File: config.mk
export PLATFORM = sky130hd
export DESIGN_NAME = program_mem
export DESIGN_NICKNAME = d
export VERILOG_FILES = /design/src/rtl/program_mem.sv
export SDC_FILE = /design/constraint.sdc
export NUM_CORES = 2
export LEC_CHECK = 0
export BUFFER_PORTS_ARGS = -buffer_cell sky130_fd_sc_hd__buf_2
export CORE_UTILIZATION = 35
export DETAILED_ROUTE_END_ITERATION = 6
export GPL_ROUTABILITY_DRIVEN = 1
export SLEW_MARGIN = 20
export SYNTH_ARGS = -nofsm -noshare
export SYNTH_HDL_FRONTEND = slang
export SYNTH_SLANG_ARGS = --single-unit
File: constraint.sdc
create_clock -name clk -period 3.8 [get_ports clk]
set_input_delay 0.76 -clock clk [delete_from_list [all_inputs] [get_ports clk]]
set_output_delay 0.76 -clock clk [all_outputs]
set_load 0.02 [all_outputs]
File: src/rtl/program_mem.sv
// Loadable shared instruction memory with round-robin fetch ports and a registered one-cycle read.
// Optional PROGRAM_MEM_RELOAD_EN lets load_start return the block from RUN to LOAD.
module program_mem #(
  parameter int DEPTH     = 64,
  parameter int NUM_PORTS = 2
) (
  input  logic                    clk,
  input  logic                    reset,
  input  logic                    load_valid,
  input  logic [7:0]              load_data,
  input  logic                    load_last,
  output logic                    load_ready,
  input  logic                    load_start,
  output logic                    busy,
  input  logic [NUM_PORTS-1:0]    rd_req,
  input  logic [NUM_PORTS*32-1:0] rd_addr,
  output logic [NUM_PORTS-1:0]    rd_ack,
  output logic [NUM_PORTS*32-1:0] rd_data,
  output logic [NUM_PORTS-1:0]    rd_err
);

  localparam int AW = (DEPTH > 1) ? $clog2(DEPTH) : 1;
  localparam int PW = $clog2(DEPTH + 1);
  localparam int RW = (NUM_PORTS > 1) ? $clog2(NUM_PORTS) : 1;

  typedef enum logic {
    ST_LOAD = 1'b0,
    ST_RUN  = 1'b1
  } state_t;

  state_t                    r_state;
  logic [PW-1:0]             r_wptr;
  logic [1:0]                r_lane;
  logic [23:0]               r_bytes;
  logic [RW-1:0]             r_rr;
  logic [NUM_PORTS-1:0]      r_rd_ack;
  logic [NUM_PORTS*32-1:0]   r_rd_data;
  logic [NUM_PORTS-1:0]      r_rd_err;
  logic [31:0]               r_mem [DEPTH];

  logic                      w_load_acc;
  logic                      w_word_done;
  logic [PW-1:0]             w_ptr_next;
  logic                      w_ptr_full;
  logic [31:0]               w_wdata;
  logic [NUM_PORTS-1:0]      w_elig;
  logic [NUM_PORTS-1:0]      w_grant;
  logic                      w_found;
  logic [RW-1:0]             w_gidx;
  logic [RW-1:0]             w_idx;
  logic [RW-1:0]             w_rr_next;
  logic [31:0]               w_gaddr;
  logic                      w_oor;
  logic [31:0]               w_rdata;
  logic                      w_unused;

  assign load_ready  = (r_state == ST_LOAD);
  assign busy        = (r_state == ST_LOAD);
  assign rd_ack      = r_rd_ack;
  assign rd_data     = r_rd_data;
  assign rd_err      = r_rd_err;

  assign w_load_acc  = load_valid & (r_state == ST_LOAD);
  assign w_word_done = w_load_acc & (load_last | (r_lane == 2'd3));
  assign w_ptr_next  = r_wptr + {{(PW-1){1'b0}}, 1'b1};
  assign w_ptr_full  = (w_ptr_next == PW'(DEPTH));
  assign w_unused    = ^{w_gaddr[1:0], load_start};

  // Assemble the little-endian word; lanes not yet filled read as zero.
  always_comb begin
    w_wdata = 32'h0000_0000;
    case (r_lane)
      2'd0:    w_wdata = {24'h00_0000, load_data};
      2'd1:    w_wdata = {16'h0000, load_data, r_bytes[7:0]};
      2'd2:    w_wdata = {8'h00, load_data, r_bytes[15:0]};
      default: w_wdata = {load_data, r_bytes};
    endcase
  end

  // Round-robin pick of the first eligible port at or after the pointer.
  always_comb begin
    w_found = 1'b0;
    w_gidx  = {RW{1'b0}};
    w_idx   = {RW{1'b0}};
    w_grant = {NUM_PORTS{1'b0}};
    w_elig  = rd_req & ~r_rd_ack;
    if (r_state == ST_RUN) begin
      for (int i = 0; i < NUM_PORTS; i++) begin
        w_idx = RW'((int'(r_rr) + i) % NUM_PORTS);
        if (!w_found && w_elig[w_idx]) begin
          w_found = 1'b1;
          w_gidx  = w_idx;
        end else begin
          w_gidx  = w_gidx;
        end
      end
      w_grant[w_gidx] = w_found;
    end else begin
      w_found = 1'b0;
    end
  end

  assign w_rr_next = (w_gidx == RW'(NUM_PORTS - 1)) ? {RW{1'b0}} : (w_gidx + RW'(1));
  assign w_gaddr   = rd_addr[32*w_gidx +: 32];
  assign w_oor     = (w_gaddr[31:2] >= 30'(DEPTH));
  assign w_rdata   = w_oor ? 32'h0000_0013 : r_mem[w_gaddr[AW+1:2]];

  // Word array has no reset so contents survive reset and reload.
  always_ff @(posedge clk) begin
    if (w_word_done && !reset) begin
      r_mem[r_wptr[AW-1:0]] <= w_wdata;
    end
  end

  // Load/run state machine plus registered read responses.
  always_ff @(posedge clk or posedge reset) begin
    if (reset) begin
      r_state   <= ST_LOAD;
      r_wptr    <= {PW{1'b0}};
      r_lane    <= 2'd0;
      r_bytes   <= 24'h00_0000;
      r_rr      <= {RW{1'b0}};
      r_rd_ack  <= {NUM_PORTS{1'b0}};
      r_rd_data <= {(NUM_PORTS*32){1'b0}};
      r_rd_err  <= {NUM_PORTS{1'b0}};
    end else begin
      r_rd_ack <= w_grant;
      if (w_found) begin
        r_rd_data[32*w_gidx +: 32] <= w_rdata;
        r_rd_err[w_gidx]           <= w_oor;
        r_rr                       <= w_rr_next;
      end
      case (r_state)
        ST_LOAD: begin
          if (w_word_done) begin
            r_wptr  <= w_ptr_next;
            r_lane  <= 2'd0;
            r_bytes <= 24'h00_0000;
            if (load_last || w_ptr_full) begin
              r_state <= ST_RUN;
            end
          end else if (w_load_acc) begin
            r_lane <= r_lane + 2'd1;
            case (r_lane)
              2'd0:    r_bytes[7:0]   <= load_data;
              2'd1:    r_bytes[15:8]  <= load_data;
              default: r_bytes[23:16] <= load_data;
            endcase
          end
        end
        ST_RUN: begin
`ifdef PROGRAM_MEM_RELOAD_EN
          if (load_start) begin
            r_state <= ST_LOAD;
            r_wptr  <= {PW{1'b0}};
            r_lane  <= 2'd0;
            r_bytes <= 24'h00_0000;
          end
`else
          r_state <= ST_RUN;
`endif
        end
        default: r_state <= ST_LOAD;
      endcase
    end
  end

endmodule

==> flow_summary.ini <==
[floorplan]
io_pins = 149
core_sq_um = 243000
die-area_sq_um = 247000
start_util_pct = 35.2
rows = 181
die_y_um = 497
die_w_um = 497

[clock_tree]
numCtsBuffers = 212
post_cts_buffers = 0
clkTransAtPathRegs_ns = 0.06
h-tree-depth = 4
cts_buffer_depth = 3
root_buffer = clkbuf_16
ctsHoldBuffers = 0
clk_latency_ns = 0.85
cts_tree = done
postCtsResizedCells = 2
clock-sinks = 2151

[critical_path]
arrival_ns = 4.42
timing.critical_path.buf_inv = 4
worstPathCellList = or3b_4 -> buf_4 -> buf_4 -> nand2_8 -> nand2_8 -> buf_4 -> a2111oi_0 -> a2111o_1 -> o21ai_0 -> a211oi_1 -> buf_4 -> a211oi_1
r2r-start = r_rr$_DFFE_PP0P_
rr_endpoint = rd_data[0]$_DFFE_PP0P_
start_kind = register
path_class = reg2reg
cpMostUsedCell = buf_4
reg2reg_depth = 12
slowest_delay_ns = 0.77
required_ns = 4.49
rrSetupSlack_ns = 0.07
path_delay_family = compound AO/OA/AOI/OAI gates
cpMaxStageDelayCell = a2111oi_0
endpoint_kind = register
worst-path-max-fanout = 21

[place]
dp_hpwl_um = 158000
post-place-ws_ns = -0.592
postPlaceCellArea_sq_um = 95200
place.gp.congestion = 0.855
dp_cells = 8528
io_buffers = 143

[finish]
fin_area_sq_um = 102000
layout-drive-gt1-share_pct = 24.0
final_cells = 8916
nets = 5624
area_growth_pct = 18.8
fillCellCount = 21300

[power]
leakage_uw = 0.0340
power_density_nw_per_um2 = 559
finalPower_uw = 56900
max-vdd-ir-drop_v = 0.000514

[sta]
drv_slew = 0
setup_tns_ns = 0
fmax_ghz = 0.268
fin_crit_ns = 3.73
rsz0062_at_grt = false
setup_viol = 0
finalHoldViolCount = 0
worst_slack_ns = 0.0747
relSlewSlack_pct = 29.5
fin_worst_skew_ns = 0.0335
min_period_over_period_pct = 98.0
tightest_slew_ns = 1.06

[global_route]
top_usage_layer = met2
use_met1_pct = 27.9
track_usage_pct = 20.5
grt_pass1_vias = 49400
use_met2_pct = 32.9
grtUsageMet3_pct = 4.01
gr-total-overflow = 0
antenna_found_initial = 6
grt_pass1_wl_um = 366000
grt_max_degree = 75

[route]
dr_total_vias = 51000
drt_iter0_markers = 6445
drtAntennaViolNets = 0
drt-total-wl_um = 259000
post_drt_via_cell_ratio = 5.72
wl_per_cell_um = 29.1
dr.pass1.iters = 6
drc_errors = 0

[logic_synthesis]
synth_fp_nets = 5127
synthArstFlopShare_pct = 4.79
yosysMostFrequentCell = edfxtp_1
synth_top_cell_by_area = edfxtp_1
syn_avg_cell_area_sq_um = 17.0
synth_edf_count = 2048
synthTopCellsByArea = edfxtp_1 72%, mux4_2 7.8%, dfrtp_1 3.0%
synth_ff_type = edfxtp_1
synth.top_cells.by_count = 2048 x edfxtp_1, 627 x nand2_1, 314 x nand3_1, 298 x mux4_2, 165 x mux2i_1
netlist.area_leader.share_pct = 71.7
ys_seq_elements = 2151
yosys_warnings = 0
synth_area_sq_um = 85800
seq_area_frac_synth_pct = 74.7
ys_types = 87
syn_inst = 5043

[run]
maxCapViolCount = 0

[min_path]
hp-class = in2async

[outcome]
status = finished clean
[through the flow]
stage / utilization (%) / hold WS (ns)
floorplan: - / 0.450
global placement: 39.1 / 0.461
detailed placement: 39.1 / 0.470
CTS: 41.9 / 0.0426
global route: 41.9 / 0.106
finish: 41.9 / 0.0908
[cells in the final DEF (no fill, tap or decap), types with 76 or more instances in the layout]
master     count
mux4_2       298
buf_2        143
a211oi_1      83
a22oi_1      117
a21oi_1       76
buf_12       165
clkbuf_16    216
o21ai_0      122
nand2_1      623
edfxtp_1    2048
a31oi_1       87
nand3_1      314
mux2i_1      165
and3_1        84
buf_4        310
dfrtp_1      103
[sequential cells by signal, summed over array words and instances, names as in the netlist]
signal and cells:
r_mem 2048, rd_data 64, r_bytes 24, r_wptr 7
r_lane 2, rd_ack 2, rd_err 2, r_rr 1
r_state 1
[worst min-delay path, stage by stage]
cell        delay [ns]
buf_2             0.13
clkinvlp_4        0.09
buf_4             0.36
[final cells by class]
cell class	instances	area, sq um	share of cell area (%)
Tap cell	3202	4010	3.93
Sequential cell	2151	64100	62.9
Clock inverter	98	862	0.846
Multi-Input combinational cell	2542	20700	20.3
Inverter	14	56.3	0.0552
Antenna cell	4	10.0	0.00982
Timing Repair Buffer	619	6360	6.24
Clock buffer	286	5840	5.73
[routing by layer]
| metal | vias up | part of all wire (%) |
|---|---|---|
| li1 | 21300 | - |
| met1 | 26700 | 40 |
| met2 | 2572 | 47 |
| met3 | 460 | 9.2 |
| met4 | 4 | 3.4 |
| met5 | - | 0.018 |
[cells by family (layout without fill, tap and decap cells)]
family                   count (synthesis)  count (layout)  synth area share, %
buffers and inverters                  350            1017                 1.97
other                                    0               4                    0
adder cells (fa/ha/maj)                  5               5               0.0729
AO/OA/AOI/OAI                          784             784                 6.47
AND/OR/NAND/NOR                       1273            1273                 6.86
XOR/XNOR                                 6               6               0.0613
flip-flops                            2151            2151                 74.7
multiplexers                           474             474                 9.89
[power breakdown]
part           switching [uW]  internal (uW)
Clock                    8780          11600
Combinational            6000           3400
Sequential               70.2          27100
[worst max-delay path by stage]
stage                      startpoint                       to  slack, ns  cells past startpoint
finish               r_rr$_DFFE_PP0P_   rd_data[0]$_DFFE_PP0P_       0.07                     12
global route        r_state$_DFF_PP0_  rd_data[47]$_DFFE_PP0P_       0.01                     12
CTS                  r_rr$_DFFE_PP0P_   rd_data[4]$_DFFE_PP0P_       0.05                     11
detailed placement          rd_req[0]  rd_data[48]$_DFFE_PP0P_      -0.59                     12
global placement            rd_req[0]  rd_data[48]$_DFFE_PP0P_      -0.58                     12
floorplan                       reset   r_mem[62][0]$_DFFE_PP_      -0.43                      3
Note: power is estimated with default switching activity, not from simulation.
